$ cat src/rtl/seq_op_controller_pkg.sv
// Shared definitions for the multi-cycle arithmetic sequencer:
// control word layout, opcodes and FSM state encoding.
package seq_op_controller_pkg;

  typedef struct packed {
    logic load_a;
    logic load_b;
    logic clear_acc;
    logic add_en;
    logic sub_en;
    logic shift_en;
    logic restore_en;
    logic qbit_set;
  } control_signals_t;

  typedef enum logic [1:0] {
    OPC_MUL = 2'd0,
    OPC_DIV = 2'd1,
    OPC_ADD = 2'd2
  } opc_e;

  // First opcode value (zero-extended) that has no operation behind it
  localparam int OPC_ILLEGAL = 3;

  typedef enum logic [2:0] {
    ST_IDLE,
    ST_LOAD,
    ST_EXEC,
    ST_FIX,
    ST_DONE
  } ctrl_state_t;

  localparam control_signals_t CTRL_IDLE = '0;

endpackage

$ cat src/rtl/seq_op_controller_iter_counter.sv
// Iteration counter: clear, increment, saturate at WIDTH,
// flags the final iteration (count == WIDTH-1).
module iter_counter #(
  parameter int WIDTH = 8,
  parameter int CNT_W = $clog2(WIDTH+1)
) (
  input  logic             clk,
  input  logic             rst,
  input  logic             clr,
  input  logic             inc,
  output logic [CNT_W-1:0] cnt,
  output logic             last
);

  logic [CNT_W-1:0] cnt_q;
  logic [CNT_W-1:0] cnt_d;

  always_comb begin
    cnt_d = cnt_q;
    if (clr) begin
      cnt_d = '0;
    end else if (inc && (cnt_q < CNT_W'(WIDTH))) begin
      cnt_d = cnt_q + CNT_W'(1);
    end
  end

  always_ff @(posedge clk or posedge rst) begin
    if (rst) begin
      cnt_q <= '0;
    end else begin
      cnt_q <= cnt_d;
    end
  end

  assign cnt  = cnt_q;
  assign last = (cnt_q == CNT_W'(WIDTH - 1));

endmodule

$ cat src/rtl/seq_op_controller.sv
// Sequencer for the MUL/DIV/ADD datapath: latches an opcode on start
// and emits one control word per cycle until a done pulse.
module seq_op_controller
  import seq_op_controller_pkg::*;
#(
  parameter int WIDTH = 8,
  parameter int OPC_W = 2,
  parameter int CNT_W = $clog2(WIDTH+1)
) (
  input  logic             clk,
  input  logic             rst,
  input  logic             start,
  input  logic             abort,
  input  logic [OPC_W-1:0] opc_code,
  input  logic             lsb,
  input  logic             neg,
  output control_signals_t control,
  output logic             busy,
  output logic             done,
  output logic             err,
  output logic [CNT_W-1:0] iter
);

  ctrl_state_t      state_q, state_d;
  logic [OPC_W-1:0] opc_q, opc_d;
  logic             cnt_clr, cnt_inc, cnt_last;
  logic             accept, illegal, is_mul, is_div;

  assign accept  = start & ~abort;
  assign illegal = int'(opc_q) >= OPC_ILLEGAL;
  assign is_mul  = int'(opc_q) == int'(OPC_MUL);
  assign is_div  = int'(opc_q) == int'(OPC_DIV);

  iter_counter #(
    .WIDTH (WIDTH),
    .CNT_W (CNT_W)
  ) u_iter (
    .clk  (clk),
    .rst  (rst),
    .clr  (cnt_clr),
    .inc  (cnt_inc),
    .cnt  (iter),
    .last (cnt_last)
  );

  always_comb begin
    state_d = state_q;
    opc_d   = opc_q;
    control = CTRL_IDLE;
    busy    = 1'b0;
    done    = 1'b0;
    err     = 1'b0;
    cnt_clr = 1'b0;
    cnt_inc = 1'b0;
    unique case (state_q)
      ST_IDLE: begin
        if (accept) begin
          state_d = ST_LOAD;
          opc_d   = opc_code;
        end
      end
      ST_LOAD: begin
        busy              = 1'b1;
        control.load_a    = 1'b1;
        control.load_b    = 1'b1;
        control.clear_acc = 1'b1;
        cnt_clr           = 1'b1;
        state_d = illegal ? ST_DONE : ST_EXEC;
      end
      ST_EXEC: begin
        busy = 1'b1;
        if (is_mul) begin
          control.shift_en = 1'b1;
          control.add_en   = lsb;
          cnt_inc          = 1'b1;
          state_d = cnt_last ? ST_DONE : ST_EXEC;
        end else if (is_div) begin
          control.shift_en = 1'b1;
          control.sub_en   = 1'b1;
          state_d          = ST_FIX;
        end else begin
          control.add_en = 1'b1;
          state_d        = ST_DONE;
        end
      end
      ST_FIX: begin
        busy               = 1'b1;
        control.restore_en = neg;
        control.qbit_set   = ~neg;
        cnt_inc            = 1'b1;
        state_d = cnt_last ? ST_DONE : ST_EXEC;
      end
      ST_DONE: begin
        done = 1'b1;
        err  = illegal;
        if (accept) begin
          state_d = ST_LOAD;
          opc_d   = opc_code;
        end else begin
          state_d = ST_IDLE;
        end
      end
      default: state_d = ST_IDLE;
    endcase
    // Abort overrides every other transition, including a back-to-back start
    if (abort) begin
      state_d = ST_IDLE;
    end
  end

  always_ff @(posedge clk or posedge rst) begin
    if (rst) begin
      state_q <= ST_IDLE;
      opc_q   <= '0;
    end else begin
      state_q <= state_d;
      opc_q   <= opc_d;
    end
  end

endmodule

$ cat config.mk
export PLATFORM = sky130hd
export DESIGN_NAME = seq_op_controller
export DESIGN_NICKNAME = d
export VERILOG_FILES = /design/src/rtl/seq_op_controller_pkg.sv /design/src/rtl/seq_op_controller_iter_counter.sv /design/src/rtl/seq_op_controller.sv
export SDC_FILE = /design/constraint.sdc
export NUM_CORES = 1
export LEC_CHECK = 0
export CORE_MARGIN = 2
export CORE_UTILIZATION = 35
export DETAILED_ROUTE_END_ITERATION = 12
export PLACE_DENSITY = 0.66
export REMOVE_ABC_BUFFERS = 1
export SYNTH_ARGS = -nofsm -noshare
export SYNTH_HDL_FRONTEND = slang
export SYNTH_SLANG_ARGS = --single-unit
$ cat constraint.sdc
create_clock -name clk -period 4 [get_ports clk]
set_clock_uncertainty 0.1 [all_clocks]
set_input_delay 0.8 -clock clk [delete_from_list [all_inputs] [get_ports clk]]
set_output_delay 0.8 -clock clk [all_outputs]
set_load 0.005 [all_outputs]
==> flow_summary_export.csv <==
group,metric,value,unit
run_status,status,"complete, no violations",
clock_tree,ctsHtreeMaxLevel,1,
timing,report.final.setup_viol,0,
routing,drc,0,
clock_tree,numCtsBuffers,3,
power,peakVddDrop,0.1774,mV
synthesis,synth_top_flop_cell,"dfrtp_1",
placement,portBuffers,22,
power,power_report.internal_total,0.1714,mW
worst_setup_path,slowest_delay,530,ps
die,fp-row-count,14,
die,die_y,45.47,microns
die,die-area,2067,sq um
power,p_seq_share,47.4,%
synthesis,synth_top_area_share,37.42,%
cells_and_area,nets,95,
power,power.leakage,0.3646,nW
power,p_sw_share,30.91,%
placement,placed_cells,97,
routing,drt-wirelength-per-cell,13.41,microns
routing,drt_first_pass_iters,4,
global_routing,grt_pass1_vias,488,
placement,gp_congestion,0.7150,
synthesis,synth_top_cell_by_area,"dfrtp_1",
timing,finalMaxSlewViolations,0,
power,p_total,0.2482,mW
placement,place_hpwl,1.013,mm
worst_hold_path,hold_path_end,"u_iter.cnt[0]",
routing,dr.first_iter.drc_count,8,
synthesis,yosysMostFrequentCell,"dfrtp_1",
cells_and_area,diodes,0,
clock_tree,cts_resized,0,
synthesis,yosys-top-cells-count,"dfrtp_1, inv_1, nand2_1",
synthesis,synth_seq_cells,9,
routing,totalWireLength,1.354,mm
worst_hold_path,hp-class,"register to register",
worst_setup_path,crit_slowest_cell,"clkdlybuf4s50_1",
worst_setup_path,rrSetupSlack,2420,ps
synthesis,yosys-top-cells-area,"dfrtp_1, mux2i_1, nor4b_2",
synthesis,synthCells,63,
timing,tightest_slew,389.7,ps
cells_and_area,drive_gt1_share,11.76,%
cells_and_area,syn_to_final_growth,38.88,%
power,p_comb_share,24.4,%
global_routing,grt_pass1_wl,2.318,mm
routing,via_count,543,
synthesis,syn_area,601.8,sq um
cells_and_area,seq_area,225.2,sq um
die,die_w,45.47,microns
timing,relSlewSlack,74.02,%
worst_setup_path,arrival,1980,ps
cells_and_area,layout.cells.non_filler,101,
clock_tree,cts.sinks,9,
timing,finalHoldWorstSlack,437.8,ps
timing,fin_crit_sh,72.03,%
clock_tree,clockBufferDepth,2,
synthesis,ys_async_sr_fraction,100.0,%
cells_and_area,multi_input_area,319.1,sq um
clock_tree,clk_pin_slew_worst_paths,60,ps
clock_tree,holdBufCountCts,0,
global_routing,grt_util_all_layers,15.49,%
timing,hold_violations,0,
global_routing,grt_max_degree,13,
power,p_switching,0.07671,mW
synthesis,yosysWarningCount,0,
worst_setup_path,r2r_cells,4,
worst_setup_path,path_class,"input pin to output port",
worst_hold_path,hold_path.startpoint,"u_iter.cnt[0]",
routing,postRouteAntennaNets,0,
die,ios,23,
timing,fmax,347.1,MHz
synthesis,ys_seq_area_share,37.42,%
worst_setup_path,cp_max_fo,1,
routing,viasPerCell,5.376,
worst_setup_path,crit_chain,"clkdlybuf4s50_1 > a21oi_1 > nor3_1 > clkdlybuf4s50_1",
synthesis,synth_cell_types,30,
worst_setup_path,r2r-start,"state_q[0]",
worst_setup_path,cp.required,3100,ps
clock_tree,cts_root_buf,"clkbuf_4",
worst_hold_path,hold_depth,1,
power,pwr_density_cell,296.9,nW/um^2
clock_tree,cts_setup_buffers,0,
worst_setup_path,start_kind,"input pin",
synthesis,synth-edff-count,0,
global_routing,overflow,0,
clock_tree,clock_latency,260,ps
worst_setup_path,end_kind,"output port",
power,p_clk_share,28.2,%
timing,fin_crit,2881,ps
clock_tree,cts_tree,"built",
job,cap_violations,0,
synthesis,synth_area_per_cell,9.553,sq um
die,start_util,38.60,%
timing,setup-tns-final,0,ps
worst_setup_path,worstReg2RegEnd,"state_q[1]",
die,core,1559,sq um
worst_setup_path,path_common_cell,"clkdlybuf4s50_1",
cells_and_area,fillers,139,
global_routing,antenna_found_initial,0,
timing,rsz0062_at_grt,"no",
## per-layer routing
metal | global-route usage, % | share of wire, % | up-vias
met5 | 0 | 0 | -
met4 | 8.824 | 0.59 | 0
met3 | 1.190 | 4.1 | 2
met2 | 22.25 | 47 | 16
met1 | 22.64 | 48 | 254
li1 | - | - | 271
## cell type report
type / count / area share [%]
well taps: 16 / 2.395
clock inverters: 1 / 0.5988
inverters: 6 / 2.844
clock buffers: 3 / 2.695
repair buffers: 22 / 26.35
multi-input cells: 44 / 38.17
flip-flops and latches: 9 / 26.95
## logic make-up after synthesis
| logic type | count (synthesis) | share of synthesized area, % |
|---|---|---|
| AO/OA/AOI/OAI | 12 | 13.93 |
| adder cells (fa/ha/maj) | 1 | 2.079 |
| buffers and inverters | 10 | 9.563 |
| flip-flops | 9 | 37.42 |
| multiplexers | 4 | 6.861 |
| AND/OR/NAND/NOR | 27 | 30.15 |
## worst max-delay path by stage
stage                     start          to
after global placement      lsb  control[4]
after global routing        lsb  control[4]
after CTS                   lsb  control[4]
after floorplan             lsb  control[4]
after detailed placement    lsb  control[4]
final                       lsb  control[4]
## cells in the final DEF, fill, tap and decap left out, types with 2 or more instances in the layout
cell type	count
inv_1	5
clkinv_2	2
o32a_1	2
dfrtp_1	9
clkbuf_4	3
and3_1	3
nor2_1	3
nand2_1	5
clkdlybuf4s50_1	22
nand3b_1	3
nor3_1	3
mux2i_1	3
o21ai_0	2
a21oi_1	2
and2_1	2
nor4b_2	2
## sequential cells by signal (all words and copies together) (netlist names)
name        flops
state_q         3
opc_q           2
u_iter.cnt      4
## worst max-delay path, delay by kind of cell
kind	cells	cell delay [ps]
AOI/OAI and AO/OA	1	60
buffers and inverters	2	980
and+or+nand+nor	1	140
## per-stage QoR
stage / worst slack [ps] / utilization (%) / instance area [sq um]
global placement: 1144 / 51.85 / 808.3
global route: 1045 / 53.61 / 835.8
CTS: 1110 / 53.61 / 835.8
finish: 1119 / 53.61 / 835.8
floorplan: 2087 / - / 568.0
detailed placement: 1110 / 51.85 / 808.3
## power by group through the flow
stage | registers, mW | clock network [mW] | logic [mW]
floorplan | 0.114 | 0 | 0.0312
global placement | 0.119 | 0 | 0.0600
detailed placement | 0.119 | 0 | 0.0609
CTS | 0.117 | 0.0719 | 0.0612
global route | 0.119 | 0.0776 | 0.0677
finish | 0.118 | 0.0701 | 0.0605
No activity file was read; power rests on OpenSTA's default activity.
